$ cat src/rtl/ip_codma_wr_data_stage_pkg.sv
// ip_codma_wr_data_stage_pkg: write-stage FSM states, bus size codes and beat helpers.
package ip_codma_wr_data_stage_pkg;
    typedef enum logic [1:0] {WS_IDLE, WS_REQ, WS_BEAT, WS_UNUSED} wr_stage_state_t;
    localparam logic [3:0] SIZE_2W = 4'd3;
    localparam logic [3:0] SIZE_4W = 4'd8;
    localparam logic [3:0] SIZE_8W = 4'd9;
    function automatic logic [2:0] size_to_beats(input logic [3:0] size);
        return size == SIZE_2W ? 3'd1 : size == SIZE_4W ? 3'd2 : size == SIZE_8W ? 3'd4 : 3'd0;
    endfunction
    function automatic logic size_legal(input logic [3:0] size);
        return size_to_beats(size) != 3'd0;
    endfunction
endpackage

$ cat src/rtl/ip_codma_block_fifo.sv
// ip_codma_block_fifo: two-entry read-block store with registered pointers and count.
module ip_codma_block_fifo #(
    parameter int DEPTH = 2
) (
    input  logic             clk_i,
    input  logic             reset_n_i,
    input  logic             clear,
    input  logic             push,
    input  logic [7:0][31:0] push_data,
    input  logic [3:0]       push_size,
    input  logic             pop,
    output logic [7:0][31:0] head_data,
    output logic [3:0]       head_size,
    output logic [1:0]       count,
    output logic             ready
);
    logic [7:0][31:0] mem_data [2];
    logic [3:0]       mem_size [2];
    logic             wr_ptr;
    logic             rd_ptr;

    assign ready     = count < 2'(DEPTH);
    assign head_data = mem_data[rd_ptr];
    assign head_size = mem_size[rd_ptr];

    // Entry contents are left unreset; only occupancy is tracked across reset.
    always_ff @(posedge clk_i) begin
        if (push) begin
            mem_data[wr_ptr] <= push_data;
            mem_size[wr_ptr] <= push_size;
        end
    end

    always_ff @(posedge clk_i or negedge reset_n_i) begin
        if (!reset_n_i) begin
            wr_ptr <= 1'b0;
            rd_ptr <= 1'b0;
            count  <= 2'd0;
        end else if (clear) begin
            wr_ptr <= 1'b0;
            rd_ptr <= 1'b0;
            count  <= 2'd0;
        end else begin
            wr_ptr <= wr_ptr ^ push;
            rd_ptr <= rd_ptr ^ pop;
            count  <= count + 2'(push) - 2'(pop);
        end
    end
endmodule

$ cat src/rtl/ip_codma_wr_data_stage.sv
// ip_codma_wr_data_stage: buffers read blocks and drives them out as 64-bit write beats.
module ip_codma_wr_data_stage
    import ip_codma_wr_data_stage_pkg::*;
#(
    parameter int DEPTH = 2
) (
    input  logic             clk_i,
    input  logic             reset_n_i,
    input  logic             load_i,
    input  logic [7:0][31:0] data_i,
    input  logic [3:0]       size_i,
    output logic             ready_o,
    input  logic             stop_i,
    input  logic             grant_i,
    input  logic             error_i,
    output logic             need_write_o,
    output logic [3:0]       size_o,
    output logic             write_valid_o,
    output logic [63:0]      write_data_o,
    output logic             block_done_o,
    output logic             size_err_o,
    output logic             overflow_o
);
    wr_stage_state_t  state;
    logic [7:0][31:0] head_data;
    logic [3:0]       head_size;
    logic [1:0]       count;
    logic [1:0]       beat;
    logic             legal;
    logic             push;
    logic             pop;
    logic             last;

    assign legal         = size_legal(size_i);
    assign push          = load_i & ready_o & legal & ~stop_i;
    assign last          = beat == 2'(size_to_beats(head_size) - 3'd1);
    assign need_write_o  = state == WS_REQ;
    assign write_valid_o = state == WS_BEAT;
    assign block_done_o  = write_valid_o & last & ~error_i & ~stop_i;
    // An errored block is discarded from either bus phase, never reported done.
    assign pop           = ~stop_i & (block_done_o | ((need_write_o | write_valid_o) & error_i));
    assign size_o        = (need_write_o | write_valid_o) ? head_size : 4'd0;
    assign write_data_o  = write_valid_o ? {head_data[{beat, 1'b1}], head_data[{beat, 1'b0}]} : 64'd0;

    ip_codma_block_fifo #(.DEPTH(DEPTH)) u_fifo (
        .clk_i     (clk_i),
        .reset_n_i (reset_n_i),
        .clear     (stop_i),
        .push      (push),
        .push_data (data_i),
        .push_size (size_i),
        .pop       (pop),
        .head_data (head_data),
        .head_size (head_size),
        .count     (count),
        .ready     (ready_o)
    );

    always_ff @(posedge clk_i or negedge reset_n_i) begin
        if (!reset_n_i) begin
            state      <= WS_IDLE;
            beat       <= 2'd0;
            size_err_o <= 1'b0;
            overflow_o <= 1'b0;
        end else if (stop_i) begin
            state      <= WS_IDLE;
            beat       <= 2'd0;
            size_err_o <= 1'b0;
            overflow_o <= 1'b0;
        end else begin
            size_err_o <= load_i & ready_o & ~legal;
            overflow_o <= overflow_o | (load_i & ~ready_o);
            case (state)
                WS_IDLE: state <= count != 2'd0 ? WS_REQ : WS_IDLE;
                WS_REQ:  state <= error_i ? WS_IDLE : grant_i ? WS_BEAT : WS_REQ;
                WS_BEAT: begin
                    state <= (error_i | last) ? WS_IDLE : WS_BEAT;
                    beat  <= (error_i | last) ? 2'd0 : beat + 2'd1;
                end
                default: begin
                    state <= WS_IDLE;
                    beat  <= 2'd0;
                end
            endcase
        end
    end
endmodule
$ cat config.mk
export PLATFORM = sky130hd
export DESIGN_NAME = ip_codma_wr_data_stage
export DESIGN_NICKNAME = d
export VERILOG_FILES = /design/src/rtl/ip_codma_wr_data_stage_pkg.sv /design/src/rtl/ip_codma_block_fifo.sv /design/src/rtl/ip_codma_wr_data_stage.sv
export SDC_FILE = /design/constraint.sdc
export NUM_CORES = 1
export LEC_CHECK = 0
export ABC_AREA = 1
export CORE_MARGIN = 2
export CORE_UTILIZATION = 45
export CTS_BUF_LIST = sky130_fd_sc_hd__clkbuf_8
export DETAILED_ROUTE_END_ITERATION = 12
export DONT_BUFFER_PORTS = 1
export GPL_ROUTABILITY_DRIVEN = 0
export PLACE_DENSITY = 0.72
export SYNTH_ARGS = -nofsm -noshare
export SYNTH_HDL_FRONTEND = slang
export SYNTH_HIERARCHICAL = 1
export SYNTH_SLANG_ARGS = --single-unit
$ cat constraint.sdc
create_clock -name clk_i -period 10.7 [get_ports clk_i]
set_input_delay 2.14 -clock clk_i [delete_from_list [all_inputs] [get_ports clk_i]]
set_output_delay 2.14 -clock clk_i [all_outputs]
set_load 0.005 [all_outputs]
# --- Yosys cells after proc, flatten, opt, wreduce, memory -nomap -nowiden ---
# Memories as Yosys holds them, arrays and structs flattened.
# Cells that the tools add are included.
op_classes:
  div_mod_pow: 0
  add_sub_neg: 4
  n_bitwise: 20
  mux: 27
  shift: 0
  n_lt_le_gt_ge: 3
  n_reduce_logical: 4
  n_eq_ne: 9
  mul: 0
ops:
  columns: ["cell", "count"]
  rows:
  - ["$bmux W32 S2", 2]
  - ["$mux W32", 2]
  - ["$mux W64", 1]
  - ["$mux W2", 9]
  - ["$eq A4 B4 Y1 const B", 3]
  - ["$and A1 B1 Y1", 10]
  - ["$mux W3", 3]
  - ["$eq A4 B2 Y1 const B", 2]
  - ["$lt A3 B4 Y1 const B", 2]
  - ["$mux W1", 7]
  - ["$pmux W2 S3", 1]
  - ["$mux W4", 1]
  - ["$not A1 Y1", 4]
  - ["$or A1 B1 Y1", 4]
  - ["$pmux W2 S2", 1]
  - ["$reduce_bool A3 Y1", 1]
  - ["$add A2 B1 Y2", 1]
  - ["$add A2 B1 Y2 const B", 1]
  - ["$eq A2 B1 Y1 const B", 1]
  - ["$eq A2 B2 Y1", 1]
  - ["$eq A2 B2 Y1 const B", 1]
  - ["$logic_not A2 Y1", 1]
  - ["$lt A2 B2 Y1 const B", 1]
  - ["$ne A2 B1 Y1 const B", 1]
  - ["other kinds (5)", 6]
totals:
  ramBits: 520
  mem_count: 2
  latch_bits: 0
  word_cells: 76
  mem_bits_ro: 0
  ff_bits: 10
memory_table:
  columns: ["memory", "depth", "word_bits", "read_ports", "rd_ports_with_merged_regs", "write_ports", "line_no", "text"]
  rows:
  - ["u_fifo.mem_data", 2, 256, 1, 0, 1, "ip_codma_block_fifo.sv:17", "logic [7:0][31:0] mem_data [2];"]
  - ["u_fifo.mem_size", 2, 4, 1, 0, 1, "ip_codma_block_fifo.sv:18", "logic [3:0] mem_size [2];"]

# --- Logic depth before layout (Yosys ltp) ---
# An unclocked memory read counts as a cell.
logic_depth:
  ltp_word: 13
  mapped_depth: 16
  ltp_nobuf: 14

# --- Cells and area by module ---
# Netlist, hierarchy kept.
modules_own_cells:
  columns: ["module", "area_each_um2", "cells_each", "seq_area_each_um2", "instances"]
  rows:
  - ["ip_codma_block_fifo", 19760.2, 834, 15715.1, 1]
  - ["ip_codma_wr_data_stage", 2646.3, 569, 150.1, 1]

# --- Worst setup path after synthesis ---
# OpenSTA, ideal clock, no wires.
synth_path:
  kind: "input-to-reg"
  startpoint: "input port stop_i"
  endpoint: "memory u_fifo/mem_data[0][0] in the netlist's numbering, enable pin"
  setup_time_ps: 656
  path_buffers: 0
  stages: 4
  arrival_ps: 8654
  path_slack_ps: 1390
  path_cell_list: "inv_1 -> nand3_1 -> nor3_1 -> ha_1"
synth_via:
  elab_chain_cells: 4
synth_lines:
  columns: ["element", "line_no", "text"]
  rows:
  - ["start, declared", "ip_codma_wr_data_stage.sv:13", "input logic stop_i,"]
  - ["$not A1 Y1", "ip_codma_wr_data_stage.sv:35", "assign push = load_i & ready_o & legal & ~stop_i;"]
  - ["$and A1 B1 Y1", "ip_codma_wr_data_stage.sv:35", null]
  - ["net push", "ip_codma_wr_data_stage.sv:30", "logic push;"]
  - ["$mux W1", "ip_codma_block_fifo.sv:28", "if (push) begin"]
  - ["$mux W1 (implied by the code)", "ip_codma_block_fifo.sv:29", "mem_data[wr_ptr] <= push_data;"]
  - ["end, declared", "ip_codma_block_fifo.sv:17", null]
# The timed path passes the listed nets, and every way through them passes these cells.

# --- Worst setup path in the final report ---
layout_path:
  startpoint: "register u_fifo.rd_ptr"
  endpoint: "output port block_done_o"
layout_via:
  elab_chain_cells: 9
  word_cells_on_any_way: 10
  cone_classes: "add/sub: 1; eq/ne: 3; mux: 2; bitwise: 3; memory: 1"
layout_lines:
  columns: ["element", "line_no", "text"]
  rows:
  - ["start, declared", "ip_codma_block_fifo.sv:20", "logic rd_ptr;"]
  - ["start signal, assigned", "ip_codma_block_fifo.sv:45", "rd_ptr <= rd_ptr ^ pop;"]
  - ["$mem_v2 Z2 W4 (*)", null, null]
  - ["net head_size[2]", "ip_codma_wr_data_stage.sv:26", "logic [3:0] head_size;"]
  - ["$eq A4 B4 Y1", "ip_codma_wr_data_stage_pkg.sv:8", "return size == SIZE_2W ? 3'd1 : size == SIZE_4W ? 3'd2 : size == SIZE_8W ? 3'd4 : 3'd0;"]
  - ["$mux W2", "ip_codma_wr_data_stage_pkg.sv:8", null]
  - ["$mux W2 (*)", "ip_codma_wr_data_stage_pkg.sv:8", null]
  - ["$sub A2 B1 Y2 (*)", "ip_codma_wr_data_stage.sv:36", "assign last = beat == 2'(size_to_beats(head_size) - 3'd1);"]
  - ["$eq A2 B2 Y1 (*)", "ip_codma_wr_data_stage.sv:36", null]
  - ["$and A1 B1 Y1 (*) (3 in a row)", "ip_codma_wr_data_stage.sv:39", "assign block_done_o = write_valid_o & last & ~error_i & ~stop_i;"]
  - ["end, declared", "ip_codma_wr_data_stage.sv:20", "output logic block_done_o,"]
# Mark *: on every way through the listed nets, which the timed path passes. The rest lies on a longest branch.

==> impl_metrics.json <==
{
  "maxSlewViolCount": 0,
  "synth_area_leaders": "edfxtp_1 70%, mux2_4 13%, nor2_1 4.5%",
  "yosysSeqAreaShare_pct": 70.8,
  "grt_pass1_wl_mm": 68.4,
  "syn_area_um2": 22400,
  "io_buffers": 0,
  "synthCells": 1403,
  "p_per_area_nw_per_um2": 164,
  "fin_crit_sh_pct": 53.1,
  "rsz0062_at_grt": "no",
  "cts_tree": "done",
  "power_switching_uw": 813,
  "synth_fp_nets": 1677,
  "grt.total_usage_pct": 18.0,
  "synthFlopType": "edfxtp_1",
  "cap_violations": 0,
  "drtIter0Drc": 709,
  "cts_max_path_buffers": 3,
  "worstPathCellList": "buf_12, mux2_2, nor2_1, nand2_1, nand3_1, nand3_1, nor2_1",
  "synthTopCellsByCount": "520 x edfxtp_1, 270 x nor2_1, 190 x mux2_4, 76 x o21ai_1, 70 x mux2_2",
  "worstPathArrival_ns": 3.54,
  "critical_path_class": "register to output pin",
  "vias": 11200,
  "crit_buf_inv": 1,
  "peakVddDrop_v": 0.000138,
  "worstSkewPairLatency_ns": 0.65,
  "chipHeight_um": 227,
  "htree_levels": 3,
  "cp-start-kind": "register",
  "required_ns": 8.56,
  "dr.pass1.iters": 5,
  "dp.final_hpwl_mm": 29.1,
  "antenna_found_initial": 3,
  "setup_viol": 0,
  "ys_types": 24,
  "p_sw_share_pct": 20.2,
  "max-slew-margin-rel_pct": 29.5,
  "grt_max_degree": 137,
  "hp-class": "register to register",
  "synth_seq_cells": 530,
  "path_clk_slew_ns": 0.06,
  "end_kind": "output pin",
  "max_stage_delay_ns": 1.05,
  "finalCriticalPeriod_ns": 5.68,
  "row_count": 81,
  "synth_warnings": 6,
  "cts_resized": 0,
  "yosysMostFrequentCell": "edfxtp_1",
  "post-route-util_pct": 49.9,
  "grt_pass1_vias": 11600,
  "max_slew.worst_pin.slew_ns": 1.06,
  "power.internal_uw": 3210,
  "seqPwrFrac_pct": 57.7,
  "cts_num_sinks": 530,
  "viasPerCell": 5.21,
  "leakagePower_uw": 0.00836,
  "cp_top_family": "flip-flops",
  "finalClockSkew_ns": 0.0254,
  "fp.coreArea_um2": 49100,
  "p_comb_share_pct": 2.3,
  "initial_core_util_pct": 45.7,
  "clockPowerShare_pct": 40.0,
  "cp_max_fo": 117,
  "wl_per_cell_um": 22.0,
  "area_delta_synth_final_pct": 9.14,
  "synth_edf_count": 520,
  "pin_count": 340,
  "critPathSlowestCell": "dfrtp_4",
  "drive_above_1_share_pct": 25.9,
  "synth_top_area_share_pct": 69.7,
  "setup_tns_ns": 0,
  "cts_inserted_buffers": 86,
  "cts_hold_buffers": 0,
  "max_freq_ghz": 0.176,
  "grt_remaining_overflow": 0,
  "cts_setup_buffers": 0,
  "drc": 0,
  "hold_viol": 0,
  "yosysTopAreaCell": "edfxtp_1",
  "nets": 1698,
  "postRouteWirelength_mm": 47.4,
  "outcome": "finished clean",
  "r2r_slack_ns": 6.93,
  "die_x_um": 227,
  "syn_area_per_cell_um2": 16.0,
  "async_flop_share_pct": 1.89,
  "clockRootBuffer": "clkbuf_8",
  "die-area_um2": 51600,
  "ant_nets": 0,
  "fillers": 4076
}
cell families (layout without fill, tap and decap cells):
| kind of cell | after synthesis | in the layout | synth area share (%) |
|---|---|---|---|
| and+or+nand+nor | 299 | 299 | 5.08 |
| xor gates and xnor gates | 1 | 1 | 0.0391 |
| muxes | 260 | 260 | 16.2 |
| adders and majority gates | 8 | 8 | 0.447 |
| DFF | 530 | 530 | 70.8 |
| AOI/OAI and AO/OA | 204 | 204 | 4.58 |
| other | 0 | 1 | 0 |
| buffers and inverters | 101 | 187 | 2.80 |
placed cells by master (no fill, tap or decap), types with 4 or more instances in the layout:
cell	n
edfxtp_1	520
mux2_4	190
nor2_1	270
clkinv_1	19
clkbuf_8	90
mux2_2	70
nand3_1	7
dfrtp_1	7
o21ai_0	58
buf_4	8
nand2_1	19
ha_1	6
o21ai_1	76
a21oi_1	68
buf_12	4
inv_1	49
clkinv_2	8
worst paths after layout:
path,from,to,cells after the start
setup / recovery,u_fifo/rd_ptr,block_done_o,7
min in group asynchronous,reset_n_i,beat[0],0
hold reg to reg,overflow_o,overflow_o,2
hold / removal,overflow_o,overflow_o,2
max in group asynchronous,reset_n_i,u_fifo/rd_ptr,0
setup reg to reg,u_fifo/rd_ptr,u_fifo/count[1],13
per-stage QoR:
stage	hold slack (ns)	total power [uW]	cells	setup WS, ns	area (um2)
finish	0.560	4020	2154	5.02	24500
global placement	0.513	2450	2000	5.56	22900
detailed placement	0.552	2460	2000	5.54	22900
CTS	0.561	4070	2153	4.81	24500
global route	0.578	4160	2153	4.67	24500
floorplan	0.486	2450	1403	1.39	22400
power groups by stage:
| stage | combinational, uW | clock (uW) | sequential (uW) |
|---|---|---|---|
| 2_1_floorplan | 82.0 | 0 | 2360 |
| 3_3_place_gp | 93.1 | 0 | 2360 |
| 3_5_place_dp | 94.2 | 0 | 2360 |
| 4_1_cts | 94.5 | 1660 | 2320 |
| 5_1_grt | 102 | 1740 | 2320 |
| 6_report | 94.0 | 1610 | 2320 |
sequential cells by signal (all words and copies together) (netlist names), 2 cells and up:
name,cells
beat,2
u_fifo/count,2
u_fifo/mem_data,512
state,2
u_fifo/mem_size,8
per-layer routing:
layer  global-route usage [%]  up-vias  share of wire, %
met2                     28.5      381                47
met4                     9.40        0               4.1
met1                     20.9     5515                38
met5                        0        -                 0
met3                     7.50      102                10
li1                         -     5230                 -
layout make-up:
class / count / area, um2 / area share (%)
clock inverters: 63 / 340 / 1.39
repair buffers: 12 / 140 / 0.573
multi-input cells: 772 / 5940 / 24.3
inverters: 22 / 86.3 / 0.353
clock buffers: 90 / 1240 / 5.07
well taps: 664 / 831 / 3.40
diodes: 1 / 2.50 / 0.0102
flip-flops and latches: 530 / 15900 / 64.9
tightest hold or removal path, stage by stage (launching register included):
cell and delay [ns]:
dfrtp_1 0.38, a21oi_1 0.06, nor2_1 0.08
No activity file was read; power rests on OpenSTA's default activity.
